`config.mk`:
```
export PLATFORM = sky130hd
export DESIGN_NAME = alu_pipe_responder
export DESIGN_NICKNAME = d
export VERILOG_FILES = /design/src/rtl/alu_pkg.sv /design/src/rtl/alu_result_fifo.sv /design/src/rtl/alu_pipe_responder.sv
export SDC_FILE = /design/constraint.sdc
export NUM_CORES = 1
export LEC_CHECK = 0
export ABC_AREA = 1
export BUFFER_PORTS_ARGS = -buffer_cell sky130_fd_sc_hd__buf_4
export CORE_ASPECT_RATIO = 1.1
export CORE_MARGIN = 3
export CORE_UTILIZATION = 54
export DETAILED_ROUTE_END_ITERATION = 10
export GPL_TIMING_DRIVEN = 0
export PLACE_DENSITY = 0.76
export SETUP_SLACK_MARGIN = 0.2
export SYNTH_ARGS = -nofsm -noshare
export SYNTH_HDL_FRONTEND = slang
export SYNTH_SLANG_ARGS = --single-unit
```
`constraint.sdc`:
```
create_clock -name clk -period 2 [get_ports clk]
set_input_delay 0.3 -clock clk [delete_from_list [all_inputs] [get_ports clk]]
set_output_delay 0.3 -clock clk [all_outputs]
set_load 0.005 [all_outputs]
```
`src/rtl/alu_pkg.sv`:
```
// ALU opcode encoding, result record and the shared combinational compute function.
package alu_pkg;

    localparam int ALU_WIDTH    = 8;
    localparam int ALU_OP_ARG_W = 8;

    typedef enum logic [2:0] {
        ALU_ADD = 3'd0,
        ALU_SUB = 3'd1,
        ALU_AND = 3'd2,
        ALU_OR  = 3'd3,
        ALU_XOR = 3'd4,
        ALU_NOT = 3'd5,
        ALU_SHL = 3'd6,
        ALU_SHR = 3'd7
    } alu_op_e;

    typedef struct packed {
        logic [ALU_WIDTH-1:0] y;
        logic                 carry;
        logic                 zero;
        logic                 overflow;
    } alu_result_t;

    // op is zero-extended by the caller so codes beyond the enum fall to the all-zero result
    function automatic alu_result_t alu_compute(
        input logic [ALU_WIDTH-1:0]    a,
        input logic [ALU_WIDTH-1:0]    b,
        input logic [ALU_OP_ARG_W-1:0] op
    );
        alu_result_t          r;
        logic [ALU_WIDTH:0]   ext;
        r   = '0;
        ext = '0;
        case (op)
            ALU_OP_ARG_W'(ALU_ADD): begin
                ext        = {1'b0, a} + {1'b0, b};
                r.y        = ext[ALU_WIDTH-1:0];
                r.carry    = ext[ALU_WIDTH];
                r.overflow = (a[ALU_WIDTH-1] == b[ALU_WIDTH-1]) && (r.y[ALU_WIDTH-1] != a[ALU_WIDTH-1]);
            end
            ALU_OP_ARG_W'(ALU_SUB): begin
                ext        = {1'b0, a} - {1'b0, b};
                r.y        = ext[ALU_WIDTH-1:0];
                r.carry    = ext[ALU_WIDTH];
                r.overflow = (a[ALU_WIDTH-1] != b[ALU_WIDTH-1]) && (r.y[ALU_WIDTH-1] != a[ALU_WIDTH-1]);
            end
            ALU_OP_ARG_W'(ALU_AND): r.y = a & b;
            ALU_OP_ARG_W'(ALU_OR):  r.y = a | b;
            ALU_OP_ARG_W'(ALU_XOR): r.y = a ^ b;
            ALU_OP_ARG_W'(ALU_NOT): r.y = ~a;
            ALU_OP_ARG_W'(ALU_SHL): begin
                r.y     = {a[ALU_WIDTH-2:0], 1'b0};
                r.carry = a[ALU_WIDTH-1];
            end
            ALU_OP_ARG_W'(ALU_SHR): begin
                r.y     = {1'b0, a[ALU_WIDTH-1:1]};
                r.carry = a[0];
            end
            default: r = '0;
        endcase
        r.zero = (r.y == '0);
        return r;
    endfunction

endpackage

```
`src/rtl/alu_result_fifo.sv`:
```
// Result FIFO of alu_result_t; push and pop in the same cycle are both honoured.
// Latency: head visible the cycle after push; backpressure is the caller's job (credit at accept).
module alu_result_fifo
    import alu_pkg::*;
#(
    parameter int FIFO_DEPTH = 4
) (
    input  logic                              clk,
    input  logic                              rst,
    input  logic                              push,
    input  alu_result_t                       push_dat,
    input  logic                              pop,
    output alu_result_t                       head_dat,
    output logic [$clog2(FIFO_DEPTH+1)-1:0]   count
);

    localparam int PW = $clog2(FIFO_DEPTH);
    localparam int CW = $clog2(FIFO_DEPTH+1);

    alu_result_t       mem [FIFO_DEPTH];
    logic [PW-1:0]     wr_ptr;
    logic [PW-1:0]     rd_ptr;

    function automatic logic [PW-1:0] ptr_inc(input logic [PW-1:0] p);
        return (p == PW'(FIFO_DEPTH-1)) ? '0 : p + PW'(1);
    endfunction

    always_ff @(posedge clk or posedge rst) begin
        if (rst) begin
            wr_ptr <= '0;
            rd_ptr <= '0;
            count  <= '0;
        end else begin
            if (push) wr_ptr <= ptr_inc(wr_ptr);
            if (pop)  rd_ptr <= ptr_inc(rd_ptr);
            count <= count + CW'(push) - CW'(pop);
        end
    end

    always_ff @(posedge clk) begin
        if (push) mem[wr_ptr] <= push_dat;
    end

    assign head_dat = mem[rd_ptr];

endmodule

```
`src/rtl/alu_pipe_responder.sv`:
```
// Pipelined ALU responder: input register, compute, result FIFO; optional ALU_TXN_CNT_EN handshake counter.
// Latency: 2 edges accept-to-out_valid, 1 result/cycle sustained.
// Backpressure: in_ready from registered occupancy (stage 1 + FIFO) < FIFO_DEPTH; no out_ready->in_ready path.
module alu_pipe_responder
    import alu_pkg::*;
#(
    parameter int WIDTH      = ALU_WIDTH,
    parameter int DEPTH      = 3,
    parameter int FIFO_DEPTH = 4
) (
    input  logic             clk,
    input  logic             rst,
    input  logic             in_valid,
    output logic             in_ready,
    input  logic [WIDTH-1:0] operand_a,
    input  logic [WIDTH-1:0] operand_b,
    input  logic [DEPTH-1:0] opcode,
    output logic             out_valid,
    input  logic             out_ready,
    output logic [WIDTH-1:0] y,
    output logic             carry,
    output logic             zero,
    output logic             overflow
`ifdef ALU_TXN_CNT_EN
    ,
    output logic [15:0]      txn_count
`endif
);

    localparam int CW = $clog2(FIFO_DEPTH+1);

    logic             s1_vld;
    logic [WIDTH-1:0] s1_a;
    logic [WIDTH-1:0] s1_b;
    logic [DEPTH-1:0] s1_op;
    logic             accept;
    logic             pop;
    logic [CW-1:0]    fifo_count;
    logic [CW-1:0]    occ;
    alu_result_t      push_dat;
    alu_result_t      head_dat;

    // stage 1 always drains into the FIFO next edge, so it holds a credit already
    assign occ       = CW'(s1_vld) + fifo_count;
    assign in_ready  = !rst && (occ < CW'(FIFO_DEPTH));
    assign accept    = in_valid && in_ready;
    assign out_valid = !rst && (fifo_count != '0);
    assign pop       = out_valid && out_ready;

    always_ff @(posedge clk or posedge rst) begin
        if (rst) begin
            s1_vld <= 1'b0;
            s1_a   <= '0;
            s1_b   <= '0;
            s1_op  <= '0;
        end else begin
            s1_vld <= accept;
            if (accept) begin
                s1_a  <= operand_a;
                s1_b  <= operand_b;
                s1_op <= opcode;
            end
        end
    end

    assign push_dat = alu_compute(s1_a, s1_b, ALU_OP_ARG_W'(s1_op));

    alu_result_fifo #(
        .FIFO_DEPTH (FIFO_DEPTH)
    ) u_fifo (
        .clk      (clk),
        .rst      (rst),
        .push     (s1_vld),
        .push_dat (push_dat),
        .pop      (pop),
        .head_dat (head_dat),
        .count    (fifo_count)
    );

    assign y        = out_valid ? head_dat.y        : '0;
    assign carry    = out_valid ? head_dat.carry    : 1'b0;
    assign zero     = out_valid ? head_dat.zero     : 1'b0;
    assign overflow = out_valid ? head_dat.overflow : 1'b0;

`ifdef ALU_TXN_CNT_EN
    logic [15:0] txn_cnt_q;

    always_ff @(posedge clk or posedge rst) begin
        if (rst)      txn_cnt_q <= '0;
        else if (pop) txn_cnt_q <= txn_cnt_q + 16'd1;
    end

    assign txn_count = txn_cnt_q;
`endif

endmodule
```
==> summary.txt, run 1 <==
Global routing
  • Overall fraction of global-route tracks in use: 28.5%
  • Vias in the first global route: around 4.2k
  • Largest net degree at the start of global routing: 15
  • Initial antenna violation count: 0
  • Global route total overflow: 0
  • First-pass GRT wire length: between 15 and 20 mm

Worst setup path
  • CP Data Arrival Time: about 2400 ps
  • Worst path bufs/invs: 2
  • Worst EP required: roughly 2200 ps
  • Top delay family on crit path: simple AND/OR/NAND/NOR gates
  • Critical path's largest stage delay: between 400 and 500 ps
  • WS Path Type: reg2reg
  • Worst path slowest cell: dfrtp_2
  • CP cell instances: inv_2, ha_4, inv_4, fa_2, nor2_2, nor3_1, nor2_1, nand3_2, nor2_2, nand3_2, nor2_4
  • Crit start category: flop
  • Critical Path End Type: flop
  • CP Max Fanout: 4

Routing
  • Drt initial violations: 349
  • Vias: roughly 4.3k
  • Routed WL: 14.9 mm
  • DR pass1 iterations: 6
  • Remaining design rule violation count: 0
  • Antenna Nets Post-Route: 0
  • WL/cell: 20.0 µm
  • Via/cell ratio: around 5.8

STA
  • Final critical-path share of the clock period: 112%
  • Relative slew slack: 49.9%
  • Hold Vio Cnt, Final: 0
  • Post-Route Skew: between 9 and 10 ps
  • RSZ-0062 raised after global routing: true
  • Final setup fails: 14
  • Slew at the pin closest to its max-slew limit: around 750 ps
  • Fmax: 448 MHz
  • Hold Worst Slack: around 71 ps
  • Min Clock Period, post-route: between 2000 and 2500 ps
  • Final worst slack: -232 ps
  • Setup TNS: -1700 ps
  • Final Max Slew Viols: 0

Floorplanning
  • I/O pin count: 36
  • Row count: 33
  • Starting Density: ~56%
  • Die area: around 9000 µm²
  • Die width: ~90 µm
  • Core area: about 7600 µm²
  • Chip height: 98.9 µm

Clocking
  • Clk root buf: clkbuf_8
  • Worst-skew pair later-pin latency: 360 ps
  • CTS buffer count: 9
  • Worst-path clk slew: approximately 90 ps
  • CTS tree: yes
  • Clock buffer depth: 2
  • H-tree levels: 3
  • Sinks on Clock Net: 71

Logic synthesis
  • Simple-Gate Fraction of Synth Area: a little under a quarter
  • Adder-cell area share of the yosys netlist: between 10% and 20%
  • Mux contribution to synthesized area: 0%
  • Seq/Total Area, Yosys: a little under half
  • Compound-cell area share of the yosys netlist: roughly a tenth
  • Synthesized net count: 578
  • Number of synthesis warnings: 0
  • Post-synth cell types: 26
  • Post-Syn Area per Cell: 8.15 µm²
  • Post-Syn Instances: 520
  • Combinational family with the most area after synthesis: simple AND/OR/NAND/NOR gates
  • Seq cells post-synth: between 70 and 80
  • Post-synthesis cell area: around 4200 µm²
  • Post-synthesis xor/xnor area fraction: less than 1%

Min path
  • Hold Crit Class: in2async

Placement
  • Place WS: -317 ps
  • Post-DP HPWL: between 7 and 8 mm
  • Gpl congestion: 0.962
  • Port bufs: 35

Cells and area
  • Inserted Diodes: 0
  • Fill count: a little over 400
  • Area Overhead vs Synth: 50.8%
  • Post-layout util: a little over four fifths
  • Final nets: between 600 and 700
  • Multi-input gate area: between 2000 and 3000 µm²
  • Layout cells sized above 1: about half
  • FF/Latch Area: ~2000 µm²

Status
  • Failing checks: negative setup slack
  • Status: finished, violations left

Pwr
  • Lkg Pwr: between 2 and 3 nW
  • P_sw: ~6.0 mW
  • Clk pwr share: under 10%
  • Power Density: about 2000 nW/µm²
  • P_int: about 6.8 mW
  • Combinational share of power: approximately 70%
  • Switch share: 47.0%
  • Part of the power in registers: roughly a fifth
  • Final total power: about 13 mW
  • VDD IR max: approximately 1.2 mV

Run
  • Number of max-cap violations: 0
area by class of cell:
class	count	area share (%)
multi-input combinational	364	41.0
sequential	71	31.4
timing repair buffer	104	14.5
inverter	67	4.31
buffer	18	3.43
clock buffer	10	2.15
tap	105	2.06
clock inverter	6	1.08
timing repair inverter	1	0.0783
worst paths after layout:
| path | slack, ps | depth (start not counted) | end | start |
|---|---|---|---|---|
| min reg2reg | 600 | 2 | s1_b[2] | s1_b[2] |
| min | 70 | 2 | s1_a[3] | rst |
| max | -230 | 11 | u_fifo.mem[0][1] | s1_a[0] |
| max in group asynchronous | 820 | 3 | s1_vld | rst |
| max reg2reg | -230 | 11 | u_fifo.mem[0][1] | s1_a[0] |
| min in group clk | 140 | 3 | s1_op[1] | opcode[1] |
what timing repair did:
action,CTS,global route
pin swaps,30,58
gates cloned,8,1
buffers inserted,34,26
resized for setup,152,149
hold buffers,1,0
endpoints found under the setup margin,78,74
hold endpoints to repair,13,0
layer usage:
metal	routed length, µm	share of wire (%)	track usage [%]	up-vias
li1	-	-	-	1927
met5	0	0	0	-
met2	7930	53	53.6	235
met3	854	5.7	4.50	76
met1	5320	36	30.4	2054
met4	801	5.4	15.0	0
logic make-up after synthesis:
family                   Yosys count
AND/OR/NAND/NOR                  240
AO/OA/AOI/OAI                     86
buffers and inverters             85
flip-flops                        71
adder cells (fa/ha/maj)           35
XOR/XNOR                           3
stage by stage:
stage          std cells  cell area, µm²
2_1_floorplan        520            4270
3_3_place_gp         660            4670
3_5_place_dp         660            4670
4_1_cts              719            5680
5_1_grt              746            6390
6_report             746            6390
synth_stat cells (all sizes together):
library cell | instances | share of area [%]
buf | 9 | 1.3
dfrtp | 27 | 16
o211ai | 1 | 0.18
fa | 2 | 0.94
clkbuf | 9 | 0.80
nor3 | 4 | 0.47
nor2 | 85 | 7.6
o31ai | 1 | 0.18
or2 | 1 | 0.15
o21ai | 54 | 6.4
o22ai | 4 | 0.59
and3 | 1 | 0.15
o21bai | 1 | 0.18
inv | 67 | 5.9
nand4 | 6 | 0.89
a21oi | 25 | 3.0
edfxtp | 44 | 31
nand3 | 36 | 4.4
ha | 33 | 9.7
xor2 | 3 | 0.62
nand2 | 107 | 9.5
power by group through the flow:
stage               Sequential, mW  Clock [mW]  Combinational [mW]
CTS                           2.62        1.21                6.52
detailed placement            2.65           0                4.56
global route                  2.72        1.30                9.39
global placement              2.63           0                4.42
floorplan                     2.57           0                3.28
finish                        2.69        1.25                8.86
placed cells by master (no fill, tap or decap), types with 15 or more instances in the layout:
master	count
inv_2	28
buf_6	23
nand2_2	22
nor2_4	22
buf_4	79
nand3_1	20
nand3_2	15
nor2_2	19
dfrtp_1	19
inv_1	34
nor2_1	44
o21ai_0	27
nand2_1	83
ha_1	15
edfxtp_1	44
sequential cells by signal (all words and copies together), names as in the netlist:
name / count
u_fifo.mem: 44
s1_a: 8
s1_b: 8
s1_op: 3
u_fifo.count: 3
u_fifo.rd_ptr: 2
u_fifo.wr_ptr: 2
s1_vld: 1
Note: power is estimated with default switching activity, not from simulation.
==> run 2: changes to the inputs <==
--- a/config.mk
+++ b/config.mk
@@ -6,7 +6,7 @@
 export NUM_CORES = 1
 export LEC_CHECK = 0
 export ABC_AREA = 1
-export BUFFER_PORTS_ARGS = -buffer_cell sky130_fd_sc_hd__buf_4
+export BUFFER_PORTS_ARGS = -buffer_cell sky130_fd_sc_hd__buf_2
 export CORE_ASPECT_RATIO = 1.1
 export CORE_MARGIN = 3
 export CORE_UTILIZATION = 54
@@ -14,6 +14,7 @@
 export GPL_TIMING_DRIVEN = 0
 export PLACE_DENSITY = 0.76
 export SETUP_SLACK_MARGIN = 0.2
+export SKIP_LAST_GASP = 1
 export SYNTH_ARGS = -nofsm -noshare
 export SYNTH_HDL_FRONTEND = slang
 export SYNTH_SLANG_ARGS = --single-unit
==> run 2 against run 1 <==
  * The flow still finishes with violations (negative setup slack)
  * Maximum frequency increased by 3.7%
  * Sequential share of layout area rose by 2.8 points
  * Critical path depth down 2
  * Sequential cell count is the same
  * Global-route usage up 0.32 points
  * Die area did not move
  * First-iteration DRC count fell by 1.7%
  * Critical endpoint is now u_fifo.mem[3][1]
  * Largest power group unchanged
==> summary.txt, run 2 (same netlist as run 1, synthesis figures left out) <==
Worst setup path
  • Crit start category: flop
  • Critical Path End Type: flop
  • Top delay family on crit path: simple AND/OR/NAND/NOR gates
  • RR Startpoint: s1_b[0]
  • CP Data Arrival Time: 2370 ps (-60 ps)
  • CP cell instances: ha_4, fa_2, inv_1, nor2_1, o21ai_0, nand3_2, nor2_2, nand3_2, nor2_4
  • Worst EP required: 2220 ps (+20 ps)
  • WS Path Type: reg2reg
  • CP Max Fanout: 4 (unchanged)
  • R2r endpoint: u_fifo.mem[3][1]
  • Setup slack, reg-to-reg: -150 ps (+80 ps)
  • Worst path bufs/invs: 1 (-1)
  • Critical path's largest stage delay: 460 ps (+20 ps)
  • CP most frequent cell: nand3_2
  • Worst r2r path cells: 9 (-2)
  • Worst path slowest cell: dfrtp_2

Global routing
  • Vias in the first global route: 3964 (-5.0%)
  • Largest net degree at the start of global routing: 15 (unchanged)
  • First-pass GRT wire length: 19.9 mm (+0.42%)
  • Initial antenna violation count: 0 (unchanged)
  • Overall fraction of global-route tracks in use: 28.8% (+0.32 points)
  • Global route total overflow: 0 (unchanged)

STA
  • Final setup fails: 13 (-1)
  • RSZ-0062 raised after global routing: true
  • Final worst slack: -154 ps (+78.7 ps)
  • Final critical-path share of the clock period: 108% (-3.9 points)
  • Final Max Slew Viols: 0 (unchanged)
  • Relative slew slack: 50.8% (+0.92 points)
  • Slew at the pin closest to its max-slew limit: 733 ps (-13.7 ps)
  • Post-Route Skew: 10.8 ps (+0.806 ps)
  • Min Clock Period, post-route: 2150 ps (-78.7 ps)
  • Fmax: 464 MHz (+3.7%)
  • Hold Vio Cnt, Final: 0 (unchanged)

Cells and area
  • Area Overhead vs Synth: 38.2%
  • Fill count: 511 (+25%)
  • Max FFs per register: 44 (unchanged)
  • Layout cells sized above 1: 39.5% (-9.6 points)
  • Post-layout util: 77.5% (-7.1 points)
  • Largest registers: u_fifo.mem: 44 flops, s1_a: 8 flops, s1_b: 8 flops
  • Inserted Diodes: 0 (unchanged)
  • FF/Latch Area: 2010 µm² (about the same)
  • Most common cell after layout, fill and taps aside: nand2_1
  • Final nets: 670 (-3.5%)
  • Multi-input gate area: 2460 µm² (-6.2%)
  • Highest-count cells in the layout ignoring fill and taps: nand2_1 (85), nor2_1 (71), edfxtp_1 (44)
  • Biggest register: u_fifo.mem

Routing
  • Wire length on met3: 855 µm (+0.12%)
  • Metal-1 WL: 4.83 mm (-9.4%)
  • Remaining design rule violation count: 0 (unchanged)
  • Vias: 4051 (-5.6%)
  • DR pass1 iterations: 6 (unchanged)
  • Via/cell ratio: 5.61 (-2.5%)
  • Routed WL: 13.1 mm (-12%)
  • Antenna Nets Post-Route: 0 (unchanged)
  • Met2 Routed Length: 6.90 mm (-13%)
  • Drt initial violations: 343 (-1.7%)
  • WL/cell: 18.2 µm (-9.2%)
  • Top sig layer: met4

Clocking
  • Sinks on Clock Net: 71 (unchanged)
  • CTS buffer count: 9 (unchanged)
  • Worst-skew pair later-pin latency: 360 ps (about the same)
  • Clk root buf: clkbuf_8
  • H-tree levels: 3 (unchanged)
  • CTS tree: yes
  • Worst-path clk slew: 90 ps (about the same)
  • Clock buffer depth: 2 (unchanged)

Placement
  • Post-DP HPWL: 7.36 mm (-1.5%)
  • Gpl congestion: 0.969 (+0.78%)
  • Place WS: -324 ps (-7.39 ps)
  • Port bufs: 35 (unchanged)

Floorplanning
  • Starting Density: 56.1% (unchanged)
  • Die width: 90.5 µm (unchanged)
  • Chip height: 98.9 µm (unchanged)
  • Row count: 33 (unchanged)
  • I/O pin count: 36 (unchanged)
  • Core area: 7560 µm² (unchanged)
  • Die area: 8950 µm² (unchanged)

Status
  • Failing checks: negative setup slack
  • Status: finished, violations left

Pwr
  • Power Density: 1970 nW/µm² (-1.6%)
  • Final total power: 11.5 mW (-9.9%)
  • Lkg Pwr: 2.65 nW (-6.1%)
  • VDD IR max: 1.34 mV (+11%)

Run
  • Number of max-cap violations: 0 (unchanged)

Min path
  • Hold Crit Class: in2async
-- run 2: changes by cell type in the layout (fill, tap and decap cells not counted), moves of 4 or more --
cell / change
o21ai_0: +11
inv_2: -4
ha_2: -5
buf_12: -4
inv_1: +4
buf_4: -47
nor2_1: +27
nor2_4: -16
nand2_2: -5
o21ai_2: -10
buf_2: +34
nor2_2: -11
-- run 2: worst max-delay path by stage --
stage	from	to	depth (start not counted)
2_1_floorplan	s1_a[0]	u_fifo.mem[0][1]	13
3_3_place_gp	rst	y[0]	6
3_5_place_dp	s1_a[1]	u_fifo.mem[1][1]	13
4_1_cts	s1_a[0]	u_fifo.mem[1][1]	13
5_1_grt	s1_a[0]	u_fifo.mem[3][1]	11
6_report	s1_b[0]	u_fifo.mem[3][1]	9
-- run 2: per-layer routing --
| layer | up-vias | GRT usage (%) |
|---|---|---|
| li1 | 1884 | - |
| met1 | 1915 | 33.0 |
| met2 | 206 | 52.0 |
| met3 | 46 | 5.88 |
| met4 | 0 | 12.4 |
| met5 | - | 0 |
-- run 2: per-stage QoR --
step | hold WS (ps) | cells | instance area, µm² | TNS (ps)
3_3_place_gp | 411 | 660 | 4580 | -6570
4_1_cts | 82.9 | 708 | 5460 | -490
6_report | 80.5 | 722 | 5860 | -795
3_5_place_dp | 419 | 660 | 4580 | -8650
5_1_grt | 98.8 | 722 | 5860 | -2070
2_1_floorplan | 205 | 520 | 4270 | 0
-- run 2: report_power, final --
part           switching, mW  total [mW]  internal, mW
Clock                  0.606        1.22         0.616
Sequential             0.350        2.66          2.31
Combinational           4.50        7.66          3.16
Total                   5.46        11.5          6.08
-- run 2: area by class of cell --
type	count	area share (%)
inverters	67	4.53
plain buffers	18	3.40
repair buffers	80	9.98
clock inverters	6	1.17
multi-input cells	364	42.0
repair inverters	1	0.0855
flip-flops and latches	71	34.2
well taps	105	2.24
clock buffers	10	2.35
-- run 2: timing repair --
action                                 CTS  global route
resized for setup                      130            87
setup endpoints to repair               78            80
pin swaps                               20            23
hold buffers                             1             0
setup buffers                           26            14
gates cloned                             5             0
endpoints found under the hold margin   13             0
==> run 3: changes to the inputs <==
--- a/config.mk
+++ b/config.mk
@@ -9,10 +9,11 @@
 export BUFFER_PORTS_ARGS = -buffer_cell sky130_fd_sc_hd__buf_2
 export CORE_ASPECT_RATIO = 1.1
 export CORE_MARGIN = 3
-export CORE_UTILIZATION = 54
+export CORE_UTILIZATION = 56
+export CTS_BUF_LIST = sky130_fd_sc_hd__clkbuf_4 sky130_fd_sc_hd__clkbuf_8
 export DETAILED_ROUTE_END_ITERATION = 10
 export GPL_TIMING_DRIVEN = 0
-export PLACE_DENSITY = 0.76
+export PLACE_DENSITY = 0.78
 export SETUP_SLACK_MARGIN = 0.2
 export SKIP_LAST_GASP = 1
 export SYNTH_ARGS = -nofsm -noshare
==> run 3 against run 2 <==
  * Worst hold slack gained 21 ps
  * Critical endpoint is now u_fifo.mem[0][1]
  * The flow still finishes with violations (negative setup slack)
  * Sequential power is essentially flat
  * Final cell count shrank 3.3%
  * Clock power is essentially flat
  * Via count grew 0.42%
  * Combinational power shrank 2%
  * First-iteration DRC count grew 2.0%
==> summary.txt, run 3 (same netlist as run 1, synthesis figures left out) <==
Clocking
  • Clk root buf: clkbuf_8
  • CTS buffer count: 9 (unchanged)
  • Worst-skew pair later-pin latency: 360 ps (about the same)
  • Clock buffer depth: 2 (unchanged)
  • CTS tree: yes
  • Sinks on Clock Net: 71 (unchanged)
  • H-tree levels: 3 (unchanged)
  • Worst-path clk slew: 80 ps (about the same)

Pwr
  • Final total power: 11.4 mW (-1.4%)
  • Lkg Pwr: 2.60 nW (-1.9%)
  • VDD IR max: 1.31 mV (-2.0%)
  • Power Density: 2000 nW/µm² (+1.7%)

Placement
  • Gpl congestion: 0.954 (-1.5%)
  • Port bufs: 35 (unchanged)
  • Post-DP HPWL: 7.64 mm (+3.9%)

Floorplanning
  • Chip height: 97.3 µm (-1.7%)
  • Row count: 32 (-3.0%)
  • Core area: 7170 µm² (-5.1%)
  • Starting Density: 59.1% (+3.0 points)
  • Die width: 89.0 µm (-1.7%)
  • I/O pin count: 36 (unchanged)
  • Die area: 8650 µm² (-3.3%)

Global routing
  • GR peak layer: met2
  • First-pass GRT wire length: 18.9 mm (-4.7%)
  • Initial antenna violation count: 0 (unchanged)
  • Vias in the first global route: 3922 (-1.1%)
  • Largest net degree at the start of global routing: 15 (unchanged)
  • Overall fraction of global-route tracks in use: 28.4% (-0.33 points)
  • Global route total overflow: 0 (unchanged)
  • Grt met2 use: 50.8% (-1.2 points)
  • GR Util met1: 33.2% (+0.23 points)
  • Grt met3 use: 4.41% (-1.5 points)

STA
  • Fmax: 465 MHz (+0.22%)
  • Final worst slack: -149 ps (+4.74 ps)
  • Hold Vio Cnt, Final: 0 (unchanged)
  • Relative slew slack: 47.0% (-3.8 points)
  • Final Max Slew Viols: 0 (unchanged)
  • Final setup fails: 12 (-1)
  • Hold Worst Slack: 102 ps (+21.4 ps)
  • Min Clock Period, post-route: 2150 ps (-4.74 ps)
  • Post-Route Skew: 9.39 ps (-1.37 ps)
  • Slew at the pin closest to its max-slew limit: 790 ps (+57.0 ps)
  • RSZ-0062 raised after global routing: true
  • Final critical-path share of the clock period: 107% (-0.24 points)

Cells and area
  • Highest-count cells in the layout ignoring fill and taps: nand2_1 (84), nor2_1 (72), edfxtp_1 (44)
  • Fill count: 464 (-9.2%)
  • Inserted Diodes: 0 (unchanged)
  • Final nets: 666 (-0.60%)
  • Area Overhead vs Synth: 33.9%
  • Max FFs per register: 44 (unchanged)
  • Multi-input gate area: 2360 µm² (-4.2%)
  • Biggest register: u_fifo.mem
  • Most common cell after layout, fill and taps aside: nand2_1
  • FF/Latch Area: 2010 µm² (unchanged)
  • Layout cells sized above 1: 37.5% (-2.0 points)
  • Largest registers: u_fifo.mem: 44 flops, s1_a: 8 flops, s1_b: 8 flops

Routing
  • Vias: 4068 (+0.42%)
  • WL/cell: 18.3 µm (+0.89%)
  • Via/cell ratio: 5.83 (+3.9%)
  • DR pass1 iterations: 7 (+1)
  • Routed WL: 12.8 mm (-2.5%)
  • Drt initial violations: 350 (+2.0%)
  • Antenna Nets Post-Route: 0 (unchanged)
  • Remaining design rule violation count: 0 (unchanged)

Worst setup path
  • Critical Path End Type: flop
  • R2r endpoint: u_fifo.mem[0][1]
  • Setup slack, reg-to-reg: -150 ps (about the same)
  • Worst r2r path cells: 12 (+3)
  • CP Max Fanout: 4 (unchanged)
  • Worst EP required: 2120 ps (-100 ps)
  • CP Data Arrival Time: 2260 ps (-110 ps)
  • RR Startpoint: s1_a[0]
  • Crit start category: flop
  • WS Path Type: reg2reg
  • Worst Setup SP: s1_a[0]

Min path
  • Hold Crit Class: in2async

Run
  • Number of max-cap violations: 0 (unchanged)

Status
  • Failing checks: negative setup slack
  • Status: finished, violations left
## run 3: cell count changes in the layout (fill, tap and decap cells not counted), sizes merged
cell and delta:
clkbuf +1, inv -1, clkinvlp +1, buf -4, clkinv -1
## run 3: critical path, stage by stage (launching register included)
cell	delay, ps
dfrtp_2	440
inv_2	80
ha_4	130
inv_4	30
fa_2	380
nand2_2	140
inv_1	60
nor3_1	220
nor2_1	100
nand3_2	140
nor2_2	50
nand3_2	90
nor2_4	50
## run 3: what timing repair did
action	in CTS	in global routing
resized for setup	125	67
cloned	1	2
hold buffers	1	0
pin swaps	33	29
endpoints found under the setup margin	79	74
hold endpoints to repair	13	0
buffers inserted	32	6
## run 3: where the power goes
| group | leakage (nW) | internal, mW | switching, mW | total, mW |
|---|---|---|---|---|
| combinational | 1.77 | 3.07 | 4.46 | 7.53 |
| sequential | 0.731 | 2.31 | 0.347 | 2.66 |
| clock | 0.0964 | 0.604 | 0.583 | 1.19 |
| total | 2.60 | 5.99 | 5.39 | 11.4 |
## run 3: final cells by class
type / instances / area share, %
multi-input combinational: 364 / 41.5
sequential: 71 / 35.3
timing repair buffer: 76 / 9.56
inverter: 67 / 4.67
buffer: 18 / 3.50
clock buffer: 11 / 2.45
tap: 85 / 1.87
clock inverter: 5 / 1.04
timing repair inverter: 1 / 0.0881
## run 3: worst max path at each step
stage	cells after the start	endpoint
after floorplan	13	u_fifo.mem[0][1]
after global placement	13	u_fifo.mem[0][1]
after detailed placement	13	u_fifo.mem[1][1]
after CTS	13	u_fifo.mem[0][1]
after global routing	13	u_fifo.mem[0][1]
final	12	u_fifo.mem[0][1]
## run 3: per-stage QoR
| step | worst slack [ps] | instances | util [%] | cell area [µm²] | setup TNS (ps) |
|---|---|---|---|---|---|
| after CTS | -50.6 | 690 | 75.1 | 5380 | -217 |
| after global routing | -191 | 698 | 79.2 | 5680 | -2230 |
| after global placement | -295 | 640 | 63.5 | 4550 | -6530 |
| after floorplan | 71.1 | 520 | - | 4270 | 0 |
| after detailed placement | -332 | 640 | 63.5 | 4550 | -8130 |
| final | -149 | 698 | 79.2 | 5680 | -1090 |
## run 3: routing by layer
| layer | vias up | share of wire (%) |
|---|---|---|
| met1 | 1908 | 37 |
| met5 | - | 0 |
| met2 | 237 | 52 |
| li1 | 1874 | - |
| met3 | 49 | 7.0 |
| met4 | 0 | 4.1 |
